### src/rtl/branch_resolve_unit.sv
// -----------------------------------------------------------------------------
// branch_resolve_unit
//
// Purpose:
//   Consumer end of the 2-bit branch predictor. Fetch pushes each prediction
//   into a small in-flight queue. Execute resolves branches oldest-first. Each
//   resolution is compared against the queued prediction. The actual outcome
//   is sent back to the predictor as a training update. A mispredict redirects
//   fetch and flushes every younger in-flight prediction.
//
// Parameters:
//   DEPTH   number of in-flight entries (power of 2, >= 2)
//   ADDR_W  PC / target width
//
// Optional feature:
//   `define BRU_PERF_CNT_EN enables the saturating performance counters
//   branch_cnt and mispred_cnt. When it is undefined, both outputs are tied
//   to 0 and no counter flops exist.
//
// Ports:
//   clk, reset        clock and synchronous active-high reset
//   pred_valid/ready  handshake from fetch (ready depends on registered count)
//   pred_pc           PC of the predicted branch
//   pred_taken        predicted direction
//   pred_target       predicted taken target
//   res_valid         execute resolves the oldest in-flight branch
//   res_taken         actual direction
//   res_target        actual taken target
//   upd_valid         training pulse to the predictor (1 cycle after res)
//   upd_pc            PC being trained
//   upd_taken         actual outcome
//   redirect_valid    mispredict pulse to fetch
//   redirect_pc       correct next PC
//   res_error         pulse: a resolution arrived while the queue was empty
//   count             occupied entries
//   branch_cnt        resolved branches (optional)
//   mispred_cnt       mispredicts (optional)
// -----------------------------------------------------------------------------
module branch_resolve_unit #(
    parameter int DEPTH  = 4,
    parameter int ADDR_W = 32
) (
    input  logic                       clk,
    input  logic                       reset,
    input  logic                       pred_valid,
    output logic                       pred_ready,
    input  logic [ADDR_W-1:0]          pred_pc,
    input  logic                       pred_taken,
    input  logic [ADDR_W-1:0]          pred_target,
    input  logic                       res_valid,
    input  logic                       res_taken,
    input  logic [ADDR_W-1:0]          res_target,
    output logic                       upd_valid,
    output logic [ADDR_W-1:0]          upd_pc,
    output logic                       upd_taken,
    output logic                       redirect_valid,
    output logic [ADDR_W-1:0]          redirect_pc,
    output logic                       res_error,
    output logic [$clog2(DEPTH):0]     count,
    output logic [31:0]                branch_cnt,
    output logic [31:0]                mispred_cnt
);

    localparam int PTR_W = $clog2(DEPTH);
    localparam int CNT_W = PTR_W + 1;

    // Queue storage (data only, never reset)
    logic [ADDR_W-1:0] r_q_pc     [DEPTH];
    logic              r_q_taken  [DEPTH];
    logic [ADDR_W-1:0] r_q_target [DEPTH];

    // Control state
    logic [PTR_W-1:0]  r_head;
    logic [PTR_W-1:0]  r_tail;
    logic [CNT_W-1:0]  r_count;

    // Registered outputs
    logic              r_upd_valid;
    logic [ADDR_W-1:0] r_upd_pc;
    logic              r_upd_taken;
    logic              r_redirect_valid;
    logic [ADDR_W-1:0] r_redirect_pc;
    logic              r_res_error;

    // Combinational decode
    logic              w_full;
    logic              w_empty;
    logic              w_enq;
    logic              w_pop;
    logic              w_mispred;
    logic [ADDR_W-1:0] w_h_pc;
    logic              w_h_taken;
    logic [ADDR_W-1:0] w_h_target;
    logic [ADDR_W-1:0] w_fallthru;

    assign w_full     = (r_count == CNT_W'(DEPTH));
    assign w_empty    = (r_count == '0);
    assign pred_ready = ~w_full;

    assign w_enq      = pred_valid & ~w_full;
    assign w_pop      = res_valid & ~w_empty;

    assign w_h_pc     = r_q_pc[r_head];
    assign w_h_taken  = r_q_taken[r_head];
    assign w_h_target = r_q_target[r_head];

    // Sequential fall-through PC; the add wraps at the top of the address space.
    assign w_fallthru = w_h_pc + ADDR_W'(4);

    // A direction mismatch, or the right direction with the wrong target.
    assign w_mispred  = w_pop &
                        ((res_taken != w_h_taken) |
                         (res_taken & w_h_taken & (res_target != w_h_target)));

    // ---- Queue storage write ----
    // The write is harmless on a flush cycle: the flush resets the tail
    // pointer, so the written slot is never treated as occupied.
    always_ff @(posedge clk) begin
        if (w_enq) begin
            r_q_pc[r_tail]     <= pred_pc;
            r_q_taken[r_tail]  <= pred_taken;
            r_q_target[r_tail] <= pred_target;
        end
    end

    // ---- Queue pointers and occupancy ----
    always_ff @(posedge clk) begin
        if (reset) begin
            r_head  <= '0;
            r_tail  <= '0;
            r_count <= '0;
        end else if (w_mispred) begin
            // Flush: every younger entry is wrong-path. A same-cycle enqueue
            // is dropped as well.
            r_head  <= '0;
            r_tail  <= '0;
            r_count <= '0;
        end else begin
            if (w_enq) r_tail <= r_tail + PTR_W'(1);
            if (w_pop) r_head <= r_head + PTR_W'(1);
            case ({w_enq, w_pop})
                2'b10:   r_count <= r_count + CNT_W'(1);
                2'b01:   r_count <= r_count - CNT_W'(1);
                default: r_count <= r_count;
            endcase
        end
    end

    // ---- Resolution output stage ----
    always_ff @(posedge clk) begin
        if (reset) begin
            r_upd_valid      <= 1'b0;
            r_upd_pc         <= '0;
            r_upd_taken      <= 1'b0;
            r_redirect_valid <= 1'b0;
            r_redirect_pc    <= '0;
            r_res_error      <= 1'b0;
        end else begin
            r_upd_valid      <= w_pop;
            r_redirect_valid <= w_mispred;
            r_res_error      <= res_valid & w_empty;
            if (w_pop) begin
                r_upd_pc    <= w_h_pc;
                r_upd_taken <= res_taken;
            end
            if (w_mispred) begin
                r_redirect_pc <= res_taken ? res_target : w_fallthru;
            end
        end
    end

    assign upd_valid      = r_upd_valid;
    assign upd_pc         = r_upd_pc;
    assign upd_taken      = r_upd_taken;
    assign redirect_valid = r_redirect_valid;
    assign redirect_pc    = r_redirect_pc;
    assign res_error      = r_res_error;
    assign count          = r_count;

`ifdef BRU_PERF_CNT_EN
    logic [31:0] r_branch_cnt;
    logic [31:0] r_mispred_cnt;

    // Increment, holding at all-ones instead of wrapping.
    function automatic logic [31:0] sat_inc(input logic [31:0] v);
        return (v == 32'hFFFF_FFFF) ? v : v + 32'd1;
    endfunction

    // ---- Performance counters (updated at the pop edge) ----
    always_ff @(posedge clk) begin
        if (reset) begin
            r_branch_cnt  <= '0;
            r_mispred_cnt <= '0;
        end else begin
            if (w_pop)     r_branch_cnt  <= sat_inc(r_branch_cnt);
            if (w_mispred) r_mispred_cnt <= sat_inc(r_mispred_cnt);
        end
    end

    assign branch_cnt  = r_branch_cnt;
    assign mispred_cnt = r_mispred_cnt;
`else
    assign branch_cnt  = 32'd0;
    assign mispred_cnt = 32'd0;
`endif

endmodule
### config.mk
export PLATFORM = sky130hd
export DESIGN_NAME = branch_resolve_unit
export DESIGN_NICKNAME = d
export VERILOG_FILES = /design/src/rtl/branch_resolve_unit.sv
export SDC_FILE = /design/constraint.sdc
export NUM_CORES = 1
export LEC_CHECK = 0
export ABC_AREA = 1
export CAP_MARGIN = 20
export CORE_AREA = 2 2 184 186
export CTS_BUF_LIST = sky130_fd_sc_hd__clkbuf_2
export CTS_CLUSTER_SIZE = 12
export DETAILED_ROUTE_END_ITERATION = 8
export DIE_AREA = 0 0 186 188
export PLACE_DENSITY = 0.84
export SYNTH_ARGS = -nofsm -noshare
export SYNTH_HDL_FRONTEND = slang
export SYNTH_SLANG_ARGS = --single-unit
### constraint.sdc
create_clock -name clk -period 4.3 [get_ports clk]
set_clock_uncertainty 0.05 [all_clocks]
set_input_delay 0.86 -clock clk [delete_from_list [all_inputs] [get_ports clk]]
set_output_delay 0.86 -clock clk [all_outputs]
set_load 0.02 [all_outputs]
# == Word level (Yosys, flattened, before mapping) ==
# Memories as Yosys holds them, arrays and structs flattened. A register that Yosys moved wholly into a read port is not among the register bits.
# Index checks and enable logic that the tools add are counted.
# totals
reg_bits,75
ram_bits,260
inputBits,102
out_inout_bits,136
wordCells,44
mem_count,3
# memory_table
memory,words,word_bits,rd,rd_ports_with_merged_regs,wr,line,source
r_q_pc,4,32,1,1,1,68,logic [ADDR_W-1:0] r_q_pc [DEPTH];
r_q_target,4,32,1,1,1,70,logic [ADDR_W-1:0] r_q_target [DEPTH];
r_q_taken,4,1,1,1,1,69,logic r_q_taken [DEPTH];
# op_classes
n_addsub,5
n_eq_ne,5
n_mux,10
bitwise_logic,9
n_reduce_logical,3
# op_table
cell,n
$add A32 B3 Y32 const B,1
$mux W32,1
$ne A32 B32 Y1,1
$mux W2,6
$and A1 B1 Y1,6
$pmux W3 S2,1
$add A2 B1 Y2 const B,2
$add A3 B1 Y3 const B,1
$eq A3 B3 Y1 const B,1
$logic_not A3 Y1,1
$sub A3 B1 Y3 const B,1
$eq A2 B1 Y1 const B,1
$eq A2 B2 Y1 const B,1
$mux W1,2
$not A1 Y1,2
$reduce_bool A2 Y1,1
$reduce_or A2 Y1,1
$ne A1 B1 Y1,1
$or A1 B1 Y1,1

# == Longest topological paths before layout ==
# Gate-level depths: netlist of the first run.
# depth
ltp_word,6
mapped_depth,20
depth_no_buf,17

# == Worst setup path after synthesis of the first run ==
# Ideal clock, no wire load.
# synth_path
path_kind,register -> register
from,"register r_count[0], in the netlist count[0]"
to,"memory r_q_pc[0][0], enable pin"
setup_time_ns,0.489
arrival_time_ns,3.773
t_required_ns,3.761
path_slack_ns,-0.012
path_stages_with_launch,5
path_buffers,0
period_less_slack_ns,4.312
cell_sequence,dfxtp_1 inv_1 nand3_1 nand2_1 nor2_1
# synth_between
elab_chain_len,5
# synth_rtl
element,line,source
from (decl),75,logic [CNT_W-1:0] r_count;
from (signal assigned),142,2'b10: r_count <= r_count + CNT_W'(1);
from (signal assigned),143,2'b01: r_count <= r_count - CNT_W'(1);
from (signal assigned),144,default: r_count <= r_count;
$eq A3 B3 Y1,96,assign w_full = (r_count == CNT_W'(DEPTH));
$not A1 Y1,n/a,
named net pred_ready,46,"output logic pred_ready,"
$and A1 B1 Y1,100,assign w_enq = pred_valid & ~w_full;
$mux W1,119,if (w_enq) begin
$mux W1 (not written as such),120,r_q_pc[r_tail] <= pred_pc;
to (decl),68,
# The timed path passes the listed nets, and every way through them passes these cells.

==> impl_metrics.tcl, run 1 <==
set metrics [dict create \
    grt_pass1_wl_microns 63500 \
    dp_slack_ns 1.03 \
    nFillCells 2843 \
    antenna_left 0 \
    whs_path_depth 2 \
    slew_headroom_pct 28.6 \
    clk_pin_slew_ns 0.12 \
    critPathKind "register to register" \
    grt_max_degree 135 \
    port_buffers 173 \
    cpMostUsedCell "nand2_1" \
    insertion_delay_ns 0.94 \
    cts-htree-levels 3 \
    fin_crit_sh_pct 76.7 \
    synth_common_cells "489 x nand2_1, 260 x edfxtp_1, 221 x nand3_1" \
    finalSetupViolCount 0 \
    synth.area.mux_share_pct 0 \
    dp.cells 2103 \
    synth_top_family_by_area "simple AND/OR/NAND/NOR gates" \
    ctsHoldBuffers 0 \
    synthAdderAreaFrac_pct 0.715 \
    wl_met3_microns 4060 \
    max_freq_mhz 303 \
    hold_viol 0 \
    die_w_microns 186 \
    yosysMostFrequentCell "nand2_1" \
    synthCells 1539 \
    synth_area_per_cell_sq_um 9.78 \
    ys_seq_area_share_pct 62.1 \
    cts_tree "yes" \
    setup_ws_ns 1.00 \
    routed.top_layer "met4" \
    critPathMaxFanout 105 \
    cts_setup_buffers 0 \
    num_rows 67 \
    r2r_slack_ns 1.00 \
    syn_area_sq_um 15000 \
    final_cell_area_sq_um 17700 \
    slew_viol_final 0 \
    dpl_cell_area_sq_um 16900 \
    synth_top_area_share_pct 51.9 \
    rsz0062_at_grt "no" \
    stdcell_count 2256 \
    cp-end-kind "register" \
    totalWireLength_microns 42300 \
    min_from "redirect_pc[23]" \
    core-area_sq_um 33100 \
    grt_pass1_vias 11200 \
    crit_path_top_delay_cell "inv_6" \
    cp.required_ns 5.11 \
    outcome "finished, final reports clean" \
    area_growth_pct 17.7 \
    synth_edf_count 260 \
    reg2reg_depth 16 \
    routabilityCongestion 0.919 \
    clockBufferDepth 3 \
    synth_seq_cells 337 \
    dieArea_sq_um 35000 \
    detail_route.iter0.violations 1207 \
    dpl.hpwl_microns 28200 \
    avgViaCountPerCell 5.26 \
    cp_cell_sequence "inv_6 -> buf_4 -> nand2_1 -> nand3_1 -> nand2_1 -> nand2_1 -> nand3_1 -> nor2_1 -> nand2_1 -> nor2_1 -> nand2_1 -> nand2_1 -> nand2_2 -> nand2_4 -> nand2_2 -> nor2_1" \
    yosysUniqueCellTypes 35 \
    vias 11900 \
    ir_worst_vdd_uv 309 \
    drv_cap 0 \
    synth-simple-area-share_pct 23.3 \
    synthTopCellsByArea "edfxtp_1 52%, nand2_1 12%, dfxtp_1 10%" \
    powerDensity_nw_per_um2 589 \
    multiInputGateArea_sq_um 4700 \
    arrival_ns 4.11 \
    whs_endpoint "redirect_pc[23]" \
    met1Wirelength_microns 16400 \
    track_usage_pct 24.2 \
    start_util_pct 45.4 \
    synth_flop_cell "edfxtp_1" \
    synth_compound_area_share_pct 4.25 \
    cp-start-kind "register" \
    yosys_warnings 0 \
    antenna_found_initial 3 \
    tns_ns 0 \
    final_nets 1848 \
    hold_slack_ns 0.422 \
    synth_area_leader_cell "edfxtp_1" \
    postSynth.asyncResetShare_pct 0 \
    cts_root_buffer "clkbuf_2" \
    ios 238 \
    slowest_delay_ns 0.55 \
    overflow 0 \
    numCtsBuffers 81 \
    drive_gt1_share_pct 9.25 \
    ctsResizeCount 0 \
    wl_met2_microns 19900 \
    wl_per_cell_microns 18.7 \
    hold_path_class "register to register" \
    seqCellArea_sq_um 9350 \
    numClockSinks 337 \
    synthXorXnorAreaFrac_pct 1.05 \
    die_h_microns 188 \
    drc_errors 0 \
    fin_crit_ns 3.30 \
    worst_slew_pin_slew_ns 1.07 \
    drtPass1Iterations 6 \
    leakagePower_nw 7.11 \
]
worst max-delay path: cells and delay by family (launching register included):
family,cells,cell delay (ns)
AND/OR/NAND/NOR,14,1.77
buffers and inverters,2,0.94
flip-flops,1,0.39
placed cells by master (no fill, tap or decap), types with 9 or more instances in the layout:
cell type        instances
nand2_1                489
edfxtp_1               260
nand3_1                221
clkdlybuf4s50_1        173
clkbuf_2               111
inv_1                   86
dfxtp_1                 75
nor2_1                  68
conb_1                  64
o21ai_0                 63
a21oi_1                 39
clkinv_1                26
nand4_1                 17
xor2_1                  13
buf_4                   11
nand3b_1                 9
worst max-delay path by stage:
stage / start / endpoint
detailed placement: register / register
floorplan: count[0] / r_q_pc[0][0]
CTS: register / register
global placement: res_taken / redirect_pc[12]
global route: register / register
finish: register / register
through the flow:
step	power, W	util [%]
global route	0.0111	53.5
CTS	0.0105	53.5
detailed placement	0.00821	51.0
floorplan	0.00690	-
global placement	0.00812	51.0
finish	0.0104	53.5
registers in the layout, indices dropped and copies added, names as in the netlist, named ones only:
name,count
r_q_taken,4
r_head,2
r_q_pc,128
upd_pc,32
r_q_target,128
res_error,1
upd_valid,1
redirect_valid,1
count,3
r_tail,2
redirect_pc,32
upd_taken,1
layout make-up:
type,count,share of cell area (%)
tap,448,3.16
antenna,3,0.0424
clock inverter,39,1.54
clock buffer,111,3.14
sequential,337,52.8
multi-input combinational,1037,26.5
inverter,92,1.98
timing repair buffer,189,10.8
metal layers:
| layer | track usage [%] | up-vias |
|---|---|---|
| met2 | 38.8 | 726 |
| met5 | 0 | - |
| met1 | 30.8 | 5517 |
| met4 | 11.8 | 0 |
| li1 | - | 5516 |
| met3 | 5.48 | 103 |
power breakdown:
part           leakage [nW]  switching, W  total [W]  internal (W)
Sequential             3.02      0.000220    0.00431       0.00409
Clock                 0.585       0.00130    0.00225      0.000958
Combinational          3.51       0.00270    0.00388       0.00118
cell families (layout without fill, tap and decap cells):
logic type                 after synthesis  count (layout)
and+or+nand+nor                        826             826
buffers and inverters                  228             431
DFF                                    337             337
xor gates and xnor gates                18              18
AOI/OAI and AO/OA                      121             121
adders and majority gates                8               8
other                                    1              67
Note: power is estimated with default switching activity, not from simulation.
==> run 2, diff against run 1 <==
==> constraint.sdc (replaced) <==
create_clock -name clk -period 3.03 [get_ports clk]
set_clock_uncertainty 0.05 [all_clocks]
set_input_delay 0.606 -clock clk [delete_from_list [all_inputs] [get_ports clk]]
set_output_delay 0.606 -clock clk [all_outputs]
set_load 0.02 [all_outputs]
==> impl_metrics.tcl, run 2 (synthesis results as in run 1) <==
set metrics [dict create \
    slew_headroom_pct 43.5 \
    cpMostUsedCell "nand2_1" \
    r2r_slack_ns 0.18 \
    numCtsBuffers 82 \
    hold_slack_ns 0.242 \
    crit_path_top_delay_cell "dfxtp_4" \
    drv_cap 0 \
    cts-htree-levels 3 \
    hold_viol 0 \
    ctsHoldBuffers 0 \
    layout_commonest_cell "nand2_1" \
    finalSetupViolCount 0 \
    critPathKind "register to register" \
    final_cell_mix "489 x nand2_1, 260 x edfxtp_1, 221 x nand3_1" \
    routed.top_layer "met5" \
    antenna_left 0 \
    top_regs "r_q_pc x128, r_q_target x128" \
    clk_pin_slew_ns 0.11 \
    fin_crit_sh_pct 94.0 \
    cts_root_buffer "clkbuf_2" \
    die_w_microns 186 \
    area_growth_pct 18.6 \
    critPathMaxFanout 76 \
    core-area_sq_um 33100 \
    arrival_ns 3.66 \
    max_freq_mhz 351 \
    start_util_pct 45.4 \
    met1Wirelength_microns 16200 \
    wl_per_cell_microns 18.1 \
    final_nets 1864 \
    num_rows 67 \
    totalWireLength_microns 41000 \
    ir_worst_vdd_uv 519 \
    hold_path_class "input pin to register" \
    power_w 0.0147 \
    insertion_delay_ns 0.90 \
    dieArea_sq_um 35000 \
    rsz0062_at_grt "no" \
    wl_met2_microns 19600 \
    dpl.hpwl_microns 27800 \
    antenna_found_initial 6 \
    slowest_delay_ns 0.42 \
    cts_setup_buffers 0 \
    final_cell_area_sq_um 17800 \
    overflow 0 \
    track_usage_pct 23.4 \
    numClockSinks 337 \
    drive_gt1_share_pct 10.6 \
    cpLargestDelayFamily "simple AND/OR/NAND/NOR gates" \
    critPathBufInv 4 \
    fin_crit_ns 2.85 \
    vias 11700 \
    drtPass1Iterations 6 \
    port_buffers 173 \
    cts_tree "yes" \
    detail_route.iter0.violations 1016 \
    leakagePower_nw 7.22 \
    routabilityCongestion 0.882 \
    ios 238 \
    die_h_microns 188 \
    outcome "finished, final reports clean" \
    grt_max_degree 77 \
    cp-start-kind "register" \
    cp-end-kind "register" \
    avgViaCountPerCell 5.15 \
    clockBufferDepth 3 \
    cp_cell_sequence "buf_12 -> nand2_1 -> nand3_1 -> nand2_1 -> inv_1 -> ha_1 -> inv_1 -> nor2_1 -> nand2_1 -> nor2_4 -> buf_4 -> nand2_1 -> xnor2_1 -> o21ai_0 -> nand3_1 -> nand2_1" \
    grt_pass1_vias 11100 \
    worst_slew_pin_slew_ns 0.847 \
    grt_pass1_wl_microns 61800 \
    drc_errors 0 \
    cp.required_ns 3.85 \
    wl_met3_microns 3600 \
    dpl_cell_area_sq_um 17100 \
    slew_viol_final 0 \
    powerDensity_nw_per_um2 824 \
]
[run 2: worst paths after layout]
| kind | to | start | cells after the start |
|---|---|---|---|
| hold / removal | res_error | res_valid | 3 |
| setup reg to reg | redirect_pc[18] | register | 16 |
| hold reg to reg | redirect_pc[29] | redirect_pc[29] | 2 |
| setup / recovery | redirect_pc[18] | register | 16 |
[run 2: per-stage QoR]
step | setup TNS, ns | util [%] | setup WS (ns) | std cells
detailed placement | 0 | 51.5 | 0.189 | 2118
CTS | 0 | 53.9 | 0.179 | 2263
global placement | 0 | 51.5 | 0.247 | 2118
global route | 0 | 53.9 | 0.0682 | 2268
floorplan | -61.42 | - | -0.236 | 1602
finish | 0 | 53.9 | 0.182 | 2268
[run 2: repair_timing]
item,CTS,global route
resized for setup,0,2
hold endpoints to repair,0,0
endpoints found under the setup margin,0,2
[run 2: worst register-to-register path, stage by stage (launching register included)]
cell and delay [ns]:
dfxtp_4 0.42, buf_12 0.30, nand2_1 0.17, nand3_1 0.10
nand2_1 0.13, inv_1 0.09, ha_1 0.16, inv_1 0.07
nor2_1 0.14, nand2_1 0.17, nor2_4 0.14, buf_4 0.14
nand2_1 0.07, xnor2_1 0.16, o21ai_0 0.31, nand3_1 0.13
nand2_1 0.08
[run 2: report_power, final]
part | internal (W) | switching [W]
clock | 0.00126 | 0.00174
combinational | 0.00180 | 0.00377
sequential | 0.00580 | 0.000335
[run 2: area by class of cell]
class,instances,area (sq um)
fillers,2861,15300
multi-input cells,1037,4700
diodes,5,12.5
inverters,92,353
clock inverters,20,139
flip-flops and latches,337,9350
repair buffers,204,2100
well taps,448,561
clock buffers,125,626
[run 2: layer usage]
layer	vias to the layer above	GRT usage (%)
met1	5447	29.4
li1	5556	-
met2	578	37.3
met3	94	6.20
met4	2	11.6
met5	-	0
==> run 3, diff against run 2 <==
--- a/config.mk
+++ b/config.mk
@@ -7,12 +7,14 @@
 export LEC_CHECK = 0
 export ABC_AREA = 1
 export CAP_MARGIN = 20
-export CORE_AREA = 2 2 184 186
+export CELL_PAD_IN_SITES_DETAIL_PLACEMENT = 1
+export CELL_PAD_IN_SITES_GLOBAL_PLACEMENT = 1
+export CORE_AREA = 2 2 200 202
 export CTS_BUF_LIST = sky130_fd_sc_hd__clkbuf_2
 export CTS_CLUSTER_SIZE = 12
 export DETAILED_ROUTE_END_ITERATION = 8
-export DIE_AREA = 0 0 186 188
-export PLACE_DENSITY = 0.84
+export DIE_AREA = 0 0 202 204
+export PLACE_DENSITY = 0.9
 export SYNTH_ARGS = -nofsm -noshare
 export SYNTH_HDL_FRONTEND = slang
 export SYNTH_SLANG_ARGS = --single-unit
==> impl_metrics.tcl, run 3 (synthesis results as in run 1) <==
set metrics [dict create \
    outcome "finished, final reports clean" \
    worst_slew_pin_slew_ns 0.741 \
    antenna_found_initial 6 \
    dieArea_sq_um 41200 \
    rsz0062_at_grt "no" \
    fin_crit_sh_pct 94.8 \
    cts-htree-levels 3 \
    arrival_ns 2.22 \
    wl_per_cell_microns 20.6 \
    p_int_w 0.00881 \
    whs_path_depth 3 \
    max_freq_mhz 348 \
    combPwrFrac_pct 38.4 \
    multiInputGateArea_sq_um 4700 \
    crit_path_top_delay_cell "clkdlybuf4s50_1" \
    drc_errors 0 \
    powerDensity_nw_per_um2 839 \
    antenna_left 0 \
    cts_tree "yes" \
    cp.required_ns 2.37 \
    final_cell_mix "489 x nand2_1, 260 x edfxtp_1, 221 x nand3_1" \
    totalWireLength_microns 48500 \
    routabilityCongestion 0.891 \
    cts_root_buffer "clkbuf_2" \
    grt_max_degree 70 \
    drtPass1Iterations 5 \
    overflow 0 \
    slowest_delay_ns 0.62 \
    dpl_cell_area_sq_um 17100 \
    drv_cap 0 \
    top_regs "r_q_pc x128, r_q_target x128" \
    power_switching_w 0.00625 \
    min_from "res_valid" \
    ios 238 \
    slew_headroom_pct 50.5 \
    grt_pass1_vias 12800 \
    finalSetupViolCount 0 \
    leakagePower_nw 7.24 \
    swShare_pct 41.5 \
    ctsResizeCount 0 \
    layout_commonest_cell "nand2_1" \
    seqCellArea_sq_um 9350 \
    cp-start-kind "register" \
    avgViaCountPerCell 5.16 \
    area_growth_pct 19.3 \
    r2r_slack_ns 0.17 \
    r2r_end "redirect_pc[14]" \
    final_nets 1871 \
    p_seq_share_pct 40.9 \
    numCtsBuffers 86 \
    detail_route.iter0.violations 864 \
    whs_endpoint "res_error" \
    critPathMaxFanout 4 \
    ir_worst_vdd_uv 366 \
    fin_crit_ns 2.87 \
    clockPowerShare_pct 20.7 \
    slew_viol_final 0 \
    grt_pass1_wl_microns 73400 \
    clk_pin_slew_ns 0.09 \
    cp-end-kind "output port" \
    core-area_sq_um 39200 \
    die_w_microns 202 \
    hold_path_class "input pin to register" \
    dpl.hpwl_microns 33500 \
    numClockSinks 337 \
    track_usage_pct 23.3 \
    critPathBufInv 2 \
    power_w 0.0151 \
    reg2reg_depth 14 \
    port_buffers 173 \
    critPathKind "register to output port" \
    start_util_pct 38.4 \
    hold_viol 0 \
    drive_gt1_share_pct 11.3 \
    stdcell_count 2360 \
    ctsHoldBuffers 0 \
    clockBufferDepth 3 \
    num_rows 73 \
    cts_setup_buffers 0 \
    tns_ns 0 \
    dp.cells 2198 \
    insertion_delay_ns 0.99 \
    cpLargestDelayFamily "buffers and inverters" \
    nFillCells 4504 \
    cp_cell_sequence "inv_1 -> nand3_1 -> clkdlybuf4s50_1" \
    die_h_microns 204 \
    vias 12200 \
    final_cell_area_sq_um 18000 \
]
## run 3: worst register-to-register path: cells and delay by family, from the launching register on
family,cells,cell delay (ns)
compound gates,1,0.33
xor+xnor,1,0.17
fa+ha+maj,1,0.16
buf+inv,3,0.40
flops,1,0.40
simple gates,8,1.31
## run 3: layout make-up
class / instances / area share (%)
clock inverter: 18 / 0.509
antenna: 5 / 0.0697
sequential: 337 / 52.1
timing repair buffer: 207 / 11.6
multi-input combinational: 1037 / 26.2
clock buffer: 139 / 3.88
inverter: 92 / 1.95
tap: 525 / 3.66
## run 3: per-layer routing
metal | GRT usage [%] | up-vias | wire length [microns]
li1 | - | 5554 | -
met1 | 27.2 | 5952 | 19100
met2 | 40.2 | 555 | 23800
met3 | 5.48 | 125 | 3500
met4 | 12.2 | 2 | 2110
met5 | 0 | - | 13
## run 3: how the worst max path moves through the flow
stage             start              end  slack, ns  cells after the start
6_report       count[0]       pred_ready       0.16                      3
3_5_place_dp   register  redirect_pc[14]       0.22                     12
3_3_place_gp   register  redirect_pc[16]       0.35                     13
4_1_cts        count[0]       pred_ready       0.10                      3
5_1_grt        register  redirect_pc[17]      0.006                     13
2_1_floorplan  count[0]     r_q_pc[0][0]      -0.24                      4
## run 3: power by group through the flow
stage	combinational [W]	sequential (W)	clock, W
6_report	0.00579	0.00616	0.00312
5_1_grt	0.00632	0.00622	0.00343
3_3_place_gp	0.00543	0.00621	0
2_1_floorplan	0.00330	0.00648	0
3_5_place_dp	0.00569	0.00625	0
4_1_cts	0.00576	0.00615	0.00320
## run 3: per-stage QoR
| step | util, % | hold slack (ns) | worst slack [ns] |
|---|---|---|---|
| CTS | 45.8 | 0.122 | 0.101 |
| detailed placement | 43.8 | 0.413 | 0.220 |
| finish | 45.8 | 0.183 | 0.156 |
| global route | 45.8 | 0.141 | 0.00559 |
| global placement | 43.8 | 0.404 | 0.350 |
| floorplan | - | 0.443 | -0.236 |
